<file path="src/rtl/cdb_arbiter_pkg.sv">
// Shared constants for the common data bus arbiter: tag width, source
// encodings and the round-robin advance rule.
package cdb_arbiter_pkg;

  localparam int DEFAULT_ROB_WIDTH_BIT = 4;
  localparam int VALUE_W = 32;

  localparam logic [1:0] CDB_SRC_RS = 2'd0;
  localparam logic [1:0] CDB_SRC_LB = 2'd1;
  localparam logic [1:0] CDB_SRC_SB = 2'd2;

  // Priority moves to the producer after the one just granted.
  function automatic logic [1:0] next_rr(input logic [1:0] winner);
    return (winner == CDB_SRC_SB) ? CDB_SRC_RS : winner + 2'd1;
  endfunction

endpackage

</file>
<file path="src/rtl/cdb_arbiter_fifo.sv">
// Small per-producer completion FIFO with asynchronous reset, global pause
// and a flush that empties it at the next unpaused edge.
module cdb_fifo #(
  parameter int DEPTH = 2,
  parameter int WIDTH = 36,
  localparam int AW = $clog2(DEPTH),
  localparam int CW = AW + 1
) (
  input  logic             clk_in,
  input  logic             rst_in,
  input  logic             rdy_in,
  input  logic             flush,
  input  logic             push,
  input  logic             pop,
  input  logic [WIDTH-1:0] push_data,
  output logic             full,
  output logic             empty,
  output logic [CW-1:0]    count,
  output logic [WIDTH-1:0] head
);

  logic [WIDTH-1:0] r_mem [DEPTH];
  logic [AW-1:0]    r_wr_ptr;
  logic [AW-1:0]    r_rd_ptr;
  logic [CW-1:0]    r_count;
  logic             w_do_push;
  logic             w_do_pop;

  assign full      = (r_count == CW'(DEPTH));
  assign empty     = (r_count == '0);
  assign count     = r_count;
  assign head      = r_mem[r_rd_ptr];
  assign w_do_push = push & ~full;
  assign w_do_pop  = pop & ~empty;

  // DEPTH is a power of two, so pointer wrap is the natural binary overflow.
  always_ff @(posedge clk_in or posedge rst_in) begin
    if (rst_in) begin
      r_wr_ptr <= '0;
      r_rd_ptr <= '0;
      r_count  <= '0;
    end else if (rdy_in) begin
      if (flush) begin
        r_wr_ptr <= '0;
        r_rd_ptr <= '0;
        r_count  <= '0;
      end else begin
        if (w_do_push) r_wr_ptr <= r_wr_ptr + AW'(1);
        if (w_do_pop)  r_rd_ptr <= r_rd_ptr + AW'(1);
        r_count <= r_count + CW'(w_do_push) - CW'(w_do_pop);
      end
    end
  end

  always_ff @(posedge clk_in) begin
    if (rdy_in && !flush && w_do_push) r_mem[r_wr_ptr] <= push_data;
  end

endmodule

</file>
<file path="src/rtl/cdb_arbiter.sv">
// Round-robin arbiter draining three producer FIFOs (rs, lb, sb) onto one
// registered common data bus feeding the ROB and wakeup logic.
module cdb_arbiter
  import cdb_arbiter_pkg::*;
#(
  parameter int ROB_WIDTH_BIT = DEFAULT_ROB_WIDTH_BIT,
  parameter int FIFO_DEPTH    = 2
) (
  input  logic                       clk_in,
  input  logic                       rst_in,
  input  logic                       rdy_in,
  input  logic                       clear_all,
  input  logic                       rs_valid,
  input  logic [ROB_WIDTH_BIT-1:0]   rs_dest,
  input  logic [31:0]                rs_value,
  output logic                       rs_ready,
  input  logic                       lb_valid,
  input  logic [ROB_WIDTH_BIT-1:0]   lb_dest,
  input  logic [31:0]                lb_value,
  output logic                       lb_ready,
  input  logic                       sb_valid,
  input  logic [ROB_WIDTH_BIT-1:0]   sb_dest,
  output logic                       sb_ready,
  output logic                       cdb_valid,
  output logic [ROB_WIDTH_BIT-1:0]   cdb_dest,
  output logic [31:0]                cdb_value,
  output logic [1:0]                 cdb_src,
  output logic [1:0]                 dbg_rr_ptr,
  output logic [$clog2(FIFO_DEPTH):0] dbg_rs_count,
  output logic [$clog2(FIFO_DEPTH):0] dbg_lb_count,
  output logic [$clog2(FIFO_DEPTH):0] dbg_sb_count
);

  localparam int DW = ROB_WIDTH_BIT + VALUE_W;

  // Handshake: an offer is taken at a posedge where rdy_in=1, clear_all=0,
  // x_valid=1 and x_ready=1; x_ready depends only on FIFO occupancy, so the
  // producer must hold valid/dest/value steady until it sees ready.
  logic          w_go;
  logic [2:0]    w_full;
  logic [2:0]    w_empty;
  logic [2:0]    w_pop;
  logic [DW-1:0] w_head [3];
  logic          w_any;
  logic [1:0]    w_win;
  logic [DW-1:0] w_win_head;

  logic                     r_cdb_valid;
  logic [ROB_WIDTH_BIT-1:0] r_cdb_dest;
  logic [31:0]              r_cdb_value;
  logic [1:0]               r_cdb_src;
  logic [1:0]               r_rr_ptr;

  assign w_go = rdy_in & ~clear_all;

  cdb_fifo #(.DEPTH(FIFO_DEPTH), .WIDTH(DW)) u_rs_fifo (
    .clk_in(clk_in), .rst_in(rst_in), .rdy_in(rdy_in), .flush(clear_all),
    .push(w_go & rs_valid), .pop(w_pop[0]), .push_data({rs_dest, rs_value}),
    .full(w_full[0]), .empty(w_empty[0]), .count(dbg_rs_count), .head(w_head[0])
  );

  cdb_fifo #(.DEPTH(FIFO_DEPTH), .WIDTH(DW)) u_lb_fifo (
    .clk_in(clk_in), .rst_in(rst_in), .rdy_in(rdy_in), .flush(clear_all),
    .push(w_go & lb_valid), .pop(w_pop[1]), .push_data({lb_dest, lb_value}),
    .full(w_full[1]), .empty(w_empty[1]), .count(dbg_lb_count), .head(w_head[1])
  );

  cdb_fifo #(.DEPTH(FIFO_DEPTH), .WIDTH(DW)) u_sb_fifo (
    .clk_in(clk_in), .rst_in(rst_in), .rdy_in(rdy_in), .flush(clear_all),
    .push(w_go & sb_valid), .pop(w_pop[2]), .push_data({sb_dest, 32'd0}),
    .full(w_full[2]), .empty(w_empty[2]), .count(dbg_sb_count), .head(w_head[2])
  );

  assign rs_ready = ~w_full[0];
  assign lb_ready = ~w_full[1];
  assign sb_ready = ~w_full[2];

  // Search starts at r_rr_ptr and wraps rs -> lb -> sb on pre-edge occupancy.
  always_comb begin
    w_any = ~&w_empty;
    w_win = CDB_SRC_RS;
    case (r_rr_ptr)
      CDB_SRC_LB: begin
        if (!w_empty[1])      w_win = CDB_SRC_LB;
        else if (!w_empty[2]) w_win = CDB_SRC_SB;
        else                  w_win = CDB_SRC_RS;
      end
      CDB_SRC_SB: begin
        if (!w_empty[2])      w_win = CDB_SRC_SB;
        else if (!w_empty[0]) w_win = CDB_SRC_RS;
        else                  w_win = CDB_SRC_LB;
      end
      default: begin
        if (!w_empty[0])      w_win = CDB_SRC_RS;
        else if (!w_empty[1]) w_win = CDB_SRC_LB;
        else                  w_win = CDB_SRC_SB;
      end
    endcase
  end

  always_comb begin
    w_pop = '0;
    if (w_go && w_any) w_pop[w_win] = 1'b1;
    case (w_win)
      CDB_SRC_LB: w_win_head = w_head[1];
      CDB_SRC_SB: w_win_head = w_head[2];
      default:    w_win_head = w_head[0];
    endcase
  end

  always_ff @(posedge clk_in or posedge rst_in) begin
    if (rst_in) begin
      r_cdb_valid <= 1'b0;
      r_cdb_dest  <= '0;
      r_cdb_value <= '0;
      r_cdb_src   <= CDB_SRC_RS;
      r_rr_ptr    <= CDB_SRC_RS;
    end else if (rdy_in) begin
      if (clear_all) begin
        r_cdb_valid <= 1'b0;
        r_rr_ptr    <= CDB_SRC_RS;
      end else if (w_any) begin
        r_cdb_valid <= 1'b1;
        r_cdb_dest  <= w_win_head[DW-1:VALUE_W];
        r_cdb_value <= w_win_head[VALUE_W-1:0];
        r_cdb_src   <= w_win;
        r_rr_ptr    <= next_rr(w_win);
      end else begin
        r_cdb_valid <= 1'b0;
      end
    end
  end

  assign cdb_valid  = r_cdb_valid;
  assign cdb_dest   = r_cdb_dest;
  assign cdb_value  = r_cdb_value;
  assign cdb_src    = r_cdb_src;
  assign dbg_rr_ptr = r_rr_ptr;

endmodule

</file>
<file path="config.mk">
export PLATFORM = sky130hd
export DESIGN_NAME = cdb_arbiter
export DESIGN_NICKNAME = d
export VERILOG_FILES = /design/src/rtl/cdb_arbiter_pkg.sv /design/src/rtl/cdb_arbiter_fifo.sv /design/src/rtl/cdb_arbiter.sv
export SDC_FILE = /design/constraint.sdc
export NUM_CORES = 1
export LEC_CHECK = 0
export ABC_AREA = 1
export BUFFER_PORTS_ARGS = -buffer_cell sky130_fd_sc_hd__buf_2
export CAP_MARGIN = 20
export CORE_MARGIN = 5
export CORE_UTILIZATION = 56
export DETAILED_ROUTE_END_ITERATION = 12
export PLACE_DENSITY = 0.77
export SYNTH_ARGS = -nofsm -noshare
export SYNTH_HDL_FRONTEND = slang
export SYNTH_SLANG_ARGS = --single-unit
</file>
<file path="constraint.sdc">
create_clock -name clk_in -period 3.5 [get_ports clk_in]
set_input_delay 0.35 -clock clk_in [delete_from_list [all_inputs] [get_ports clk_in]]
set_output_delay 0.35 -clock clk_in [all_outputs]
set_load 0.005 [all_outputs]
</file>
Word-level counts from Yosys, hierarchy flattened --
Memories as Yosys holds them, arrays and structs flattened. Cells that the tools add are included. Widths: inputs -> output; s select.
Word-level totals: flip-flop bits (word level) 53, bits in latches 0, bits in writable memories 152, bits in read-only memories 0, input port bits 83, output and inout port bits 50, logic and storage cells 121, memories 3
Memory list:
- u_lb_fifo.r_mem | depth 2, bits a word 36, rd ports 1, clocked after Yosys merged registers in 0, write ports 1, RTL line cdb_arbiter_fifo.sv:22 | logic [WIDTH-1:0] r_mem [DEPTH];
- u_rs_fifo.r_mem | depth 2, bits a word 36, rd ports 1, clocked after Yosys merged registers in 0, write ports 1, RTL line cdb_arbiter_fifo.sv:22
- u_sb_fifo.r_mem | depth 2, bits a word 4, rd ports 1, clocked after Yosys merged registers in 0, write ports 1, RTL line cdb_arbiter_fifo.sv:22
Operators by class: add/sub/neg operators 13, multiply operators 0, div/mod/pow operators 0, magnitude comparators 2, equal/unequal tests 8, shift operators 0, muxes and demuxes 37, bitwise gates (word level) 18, reduce and logical (&&, ||, !) cells 26
Operators by type and width (count):
- $pmux 36 s2 | 1
- $mux 1 | 22
- $mux 2 | 11
- $reduce_and 2->1 | 7
- $reduce_bool 2->1 | 6
- $and 1x1->1 | 10
- $eq 2x2->1 const B | 5
- $not 1->1 | 8
- $add 1x1->1 const B | 6
- $add 2x1->2 | 3
- $logic_and 1x1->1 | 6
- $logic_not 2->1 | 3
- $reduce_and 3->1 | 2
- $sub 2x1->2 | 3
- $eq 2x1->1 const B | 2
- $pmux 2 s2 | 1
- $lt 2x3->1 const B | 1
- $mux 3 | 1
- $add 2x1->2 const B | 1
- $demux 1 s2 | 1
- $ge 2x1->1 const B | 1
- $logic_not 1->1 | 2
- $ne 2x2->1 const B | 1

Logic depth before layout (Yosys ltp) --
word-level depth 12, depth in mapped cells 17, mapped depth without buffers 17

Modules after synthesis --
Synthesis repeated with hierarchy kept, for this count alone.
Unflattened totals: cell total of the unflattened synthesis 1121, area total of the unflattened synthesis 11422.2 um2
Modules (own cells, without submodules):
- cdb_fifo | times used 3, cells an instance 236, area an instance 2939.1 um2, seq. area each 2262.2 um2
- cdb_arbiter | times used 1, cells an instance 413, area an instance 2605.0 um2, seq. area each 1026.0 um2

Worst setup path before layout --
OpenSTA, ideal clock, no wires.
kind input port to flip-flop, from input port rdy_in, to memory u_lb_fifo.r_mem[1][0], enable pin, setup time 0.429 ns, arrival 2.289 ns, setup slack 0.782 ns, stages on the path 5, path buffers 1, cell sequence inv_2 -> nor2_4 -> buf_6 -> nand3_2 -> nor2_1
On the way: longest elaborated chain between the ends 6, elaborated cells on any way between the ends 7
RTL lines:
- start: declaration | RTL line cdb_arbiter.sv:11 | input logic rdy_in,
- $and 1x1->1 | RTL line cdb_arbiter.sv:54 | assign w_go = rdy_in & ~clear_all;
- $and 1x1->1 | RTL line cdb_arbiter.sv:64 | .push(w_go & lb_valid), .pop(w_pop[1]), .push_data({lb_dest, lb_value}),
- $and 1x1->1 | RTL line cdb_arbiter_fifo.sv:33 | assign w_do_push = push & ~full;
- $logic_and 1x1->1 (*) | RTL line cdb_arbiter_fifo.sv:56 | if (rdy_in && !flush && w_do_push) r_mem[r_wr_ptr] <= push_data;
- $mux 1 (*) | RTL line cdb_arbiter_fifo.sv:56
- $mux 1 (implied by the code) (*) | RTL line cdb_arbiter_fifo.sv:56
- end: declaration | RTL line cdb_arbiter_fifo.sv:22
Every way passes the cells marked *; elsewhere a longest branch is shown, timed or not.

Final worst setup path --
from register r_rr_ptr[0], in the netlist dbg_rr_ptr[0], to register u_sb_fifo.r_count[1], in the netlist u_sb_fifo.count[1]
On the way: longest elaborated chain between the ends 10, elaborated cells on any way between the ends 12
RTL lines:
- start: declaration | RTL line cdb_arbiter.sv:52 | logic [1:0] r_rr_ptr;
- start signal: assignment | RTL line cdb_arbiter.sv:127 | r_rr_ptr <= next_rr(w_win);
- $eq 2x2->1 or $eq 2x1->1 (tied branches) | RTL line cdb_arbiter.sv:82 | case (r_rr_ptr)
- $pmux 2 s2 (*) | RTL line cdb_arbiter.sv:82
- net w_win[1] | RTL line cdb_arbiter.sv:45 | logic [1:0] w_win;
- $lt 2x3->1 (implied by the code) or $ge 2x1->1 (tied branches) | RTL line cdb_arbiter.sv:103 | if (w_go && w_any) w_pop[w_win] = 1'b1;
- $logic_and 1x1->1 (implied by the code) | RTL line cdb_arbiter.sv:103
- $mux 1 (implied by the code) | RTL line cdb_arbiter.sv:103
- $demux 1 s2 (*) | RTL line cdb_arbiter.sv:103
- $mux 3 (*) | RTL line cdb_arbiter.sv:103
- $and 1x1->1 (*) | RTL line cdb_arbiter_fifo.sv:34 | assign w_do_pop = pop & ~empty;
- $sub 2x1->2 (*) | RTL line cdb_arbiter_fifo.sv:50 | r_count <= r_count + CW'(w_do_push) - CW'(w_do_pop);
- $mux 2 (*) | RTL line cdb_arbiter_fifo.sv:43 | if (flush) begin
- end signal: assignment | RTL line cdb_arbiter_fifo.sv:50
- end: declaration | RTL line cdb_arbiter_fifo.sv:25 | logic [CW-1:0] r_count;
Mark *: on every way through the listed nets, which the timed path passes. The rest lies on a longest branch. A chain may end at the register's enable or synchronous reset.

==> impl_metrics.yaml <==
placed_design:
  dp_cells: 972
  io_buffer_count: 132
  post_dp_cell_area_sq_um: 9000
  routabilityCongestion: 0.811
  place_hpwl_um: 12400
run_status:
  status: "finished clean"
worst_hold_path:
  hold_start: "lb_value[21]"
  holdPathStages: 1
  min_to: "u_lb_fifo.r_mem[0][21]"
  hp-class: "input port to flop"
clock_network:
  cts_tree: "done"
  clock_latency_ns: 0.50
  clkSlewWorstSetupHoldPaths_ns: 0.06
  cts_buffers: 21
  cts.sinks: 205
  h-tree-depth: 1
  cts-root-buf: "clkbuf_16"
  postCtsSetupBuffers: 0
  post_cts_resized: 0
  clk_path_buf_depth: 3
  cts_hold_buf: 0
route:
  viasPerCell: 5.55
  drt-initial-drc-count: 468
  drtAntennaViolNets: 0
  post_drt_wl_per_cell_um: 18.8
  drt-total-wl_um: 19000
  num_vias: 5615
  drt-pass1-iter-count: 5
  drc_errors: 0
critical_path:
  cp_max_fo: 5
  crit-reg2reg-capture: "u_sb_fifo.count[1]"
  criticalPathCategory: "flop to flop"
  path_cells: "inv_1 -> ha_1 -> nor2_1 -> o21ai_0 -> o21ai_0 -> ha_1 -> inv_1 -> nor3b_2 -> ha_1 -> inv_1 -> ha_1 -> inv_1 -> nand2_1 -> nand2_1 -> o21ai_0"
  regToRegSetupSlack_ns: 0.65
  slowest_delay_ns: 0.38
  endpoint_kind: "flop"
  critPathSlowestCell: "dfrtp_1"
  crit_family: "adder cells"
  ff2ff_path_depth: 15
  critPathRequiredTime_ns: 3.88
  path_buf_inv: 4
  r2r-start: "dbg_rr_ptr[0]"
  critPathArrivalTime_ns: 3.24
  worstSetupStartpointType: "flop"
floorplanning:
  start_util_pct: 56.6
  io_pins: 133
  core_area_sq_um: 14400
  rows: 44
  die_h_um: 131
  dieArea_sq_um: 17000
  die_x_um: 131
timing:
  slew_viol_final: 0
  final-hold-violation-count: 0
  clock.fmax_mhz: 351
  min_period_over_period_pct: 81.5
  tightest_slew_ns: 0.874
  whs_ns: 0.0415
  setup_viol: 0
  rsz0062_at_grt: "no"
  tns_ns: 0
  clock_skew_ns: 0.0160
  relSlewSlack_pct: 41.7
  finalCriticalPeriod_ns: 2.85
yosys:
  syn-cell-area_sq_um: 8140
  synth_seq_cells: 205
  postSynthCellCount: 675
  synth_seq_area_share_pct: 72.4
  yosysWarnings: 0
  ys_types: 28
  synth_fp_nets: 770
  syn_area_per_cell_sq_um: 12.1
global_routing:
  grt_usage_pct: 22.5
  grt_pass1_wl_um: 29600
  grt.overflow.total: 0
  grt_max_degree: 39
  grt_pass1_vias: 5785
  antenna_found_initial: 0
layout:
  finalNonFillerCells: 1011
  postLayoutCoreUtil_pct: 67.5
  fill_cells: 1035
  area_delta_synth_final_pct: 19.3
  fin_area_sq_um: 9700
  drive_above_1_share_pct: 23.7
  final_nets: 906
power:
  power_density_nw_per_um2: 658
  leakage_nw: 3.90
  vdd_drop_max_v: 0.000523
flow_run:
  maxCapViolCount: 0
[worst reg2reg max path: stages, from the launching register on]
cell	delay, ns
dfrtp_1	0.38
inv_1	0.08
ha_1	0.34
nor2_1	0.13
o21ai_0	0.09
o21ai_0	0.15
ha_1	0.36
inv_1	0.10
nor3b_2	0.24
ha_1	0.26
inv_1	0.06
ha_1	0.13
inv_1	0.06
nand2_1	0.09
nand2_1	0.05
o21ai_0	0.22
[metal layers]
layer,part of all wire [%],GRT usage [%],wire length (um)
met1,39,29.1,7470
met4,2.5,5.99,472
met3,8.6,4.72,1640
met5,0,0,0
met2,50,39.2,9440
[metrics by stage]
| step | worst slack, ns | total power (W) |
|---|---|---|
| final | 0.649 | 0.00639 |
| after global routing | 0.443 | 0.00669 |
| after CTS | 0.708 | 0.00643 |
| after detailed placement | 0.775 | 0.00424 |
| after global placement | 0.921 | 0.00418 |
| after floorplan | 0.782 | 0.00370 |
[layout make-up]
type	instances	area (sq um)	share of cell area (%)
antenna	1	2.50	0.0258
tap	184	230	2.37
multi-input combinational	401	1960	20.2
timing repair buffer	146	786	8.10
sequential	205	5890	60.7
inverter	36	135	1.39
clock buffer	34	667	6.87
clock inverter	4	31.3	0.322
[layout by cell type (no fill, tap or decap), types with 3 or more instances in the layout]
cell type    n
a21oi_1     14
a31oi_1     32
buf_2      132
buf_4       13
clkbuf_1     6
clkbuf_16   23
clkbuf_8     5
dfrtp_1     52
edfxtp_1   152
ha_1        11
inv_1       32
inv_2        4
nand2_1     49
nand3_1      4
nand3_2      3
nor2_1     177
nor2_4       7
o21a_1       4
o21ai_0     81
o21ai_1      5
o21bai_1     4
xnor2_1      3
[Yosys cell counts]
cell type	instances	area (sq um)
edfxtp_1	152	4560
o21ai_0	81	405
nand2_2	1	6.26
a21oi_1	14	70.1
nor2_4	3	33.8
nand2_1	49	184
dfrtp_1	53	1330
o21ai_1	5	25.0
buf_2	7	35.0
xnor2_1	3	26.3
nand4_1	1	6.26
inv_1	33	124
nor2_1	180	676
nor3_1	1	5.00
buf_6	4	45.0
inv_2	3	11.3
nor2_2	1	6.26
a31oi_1	32	200
nand3_1	4	20.0
o21a_1	4	30.0
nor3b_2	1	12.5
buf_1	3	11.3
ha_1	12	150
nand3_2	3	30.0
buf_4	5	37.5
o22ai_1	2	12.5
clkbuf_1	14	52.6
o21bai_1	4	30.0
[worst max-delay path by stage]
stage	cells past startpoint	from	end
after floorplan	5	rdy_in	u_lb_fifo.r_mem[1][0]
after global placement	11	dbg_rr_ptr[0]	cdb_dest[3]
after detailed placement	11	dbg_rr_ptr[0]	cdb_dest[3]
after CTS	11	dbg_rr_ptr[0]	cdb_value[27]
after global routing	14	dbg_rr_ptr[0]	u_sb_fifo.count[1]
final	15	dbg_rr_ptr[0]	u_sb_fifo.count[1]
[sequential cells by signal, indices dropped and copies added, names as in the netlist]
signal              cells
u_sb_fifo.r_rd_ptr      1
u_rs_fifo.r_mem        72
u_lb_fifo.count         2
u_lb_fifo.r_rd_ptr      1
u_sb_fifo.r_wr_ptr      1
u_rs_fifo.r_rd_ptr      1
cdb_value              32
u_lb_fifo.r_mem        72
u_lb_fifo.r_wr_ptr      1
cdb_valid               1
u_sb_fifo.count         2
cdb_src                 2
cdb_dest                4
dbg_rr_ptr              2
u_rs_fifo.count         2
u_sb_fifo.r_mem         8
u_rs_fifo.r_wr_ptr      1
[report_power, final]
| part | internal (W) | switching, W | total [W] |
|---|---|---|---|
| logic | 0.000456 | 0.000634 | 0.00109 |
| clock network | 0.00131 | 0.000877 | 0.00219 |
| registers | 0.00292 | 0.000188 | 0.00311 |
[cells by family after synthesis]
logic type,share of synthesized area [%]
adder cells (fa/ha/maj),1.85
XOR/XNOR,0.323
AO/OA/AOI/OAI,9.50
buffers and inverters,3.89
flip-flops,72.4
AND/OR/NAND/NOR,12.0
No activity file was read; power rests on OpenSTA's default activity.
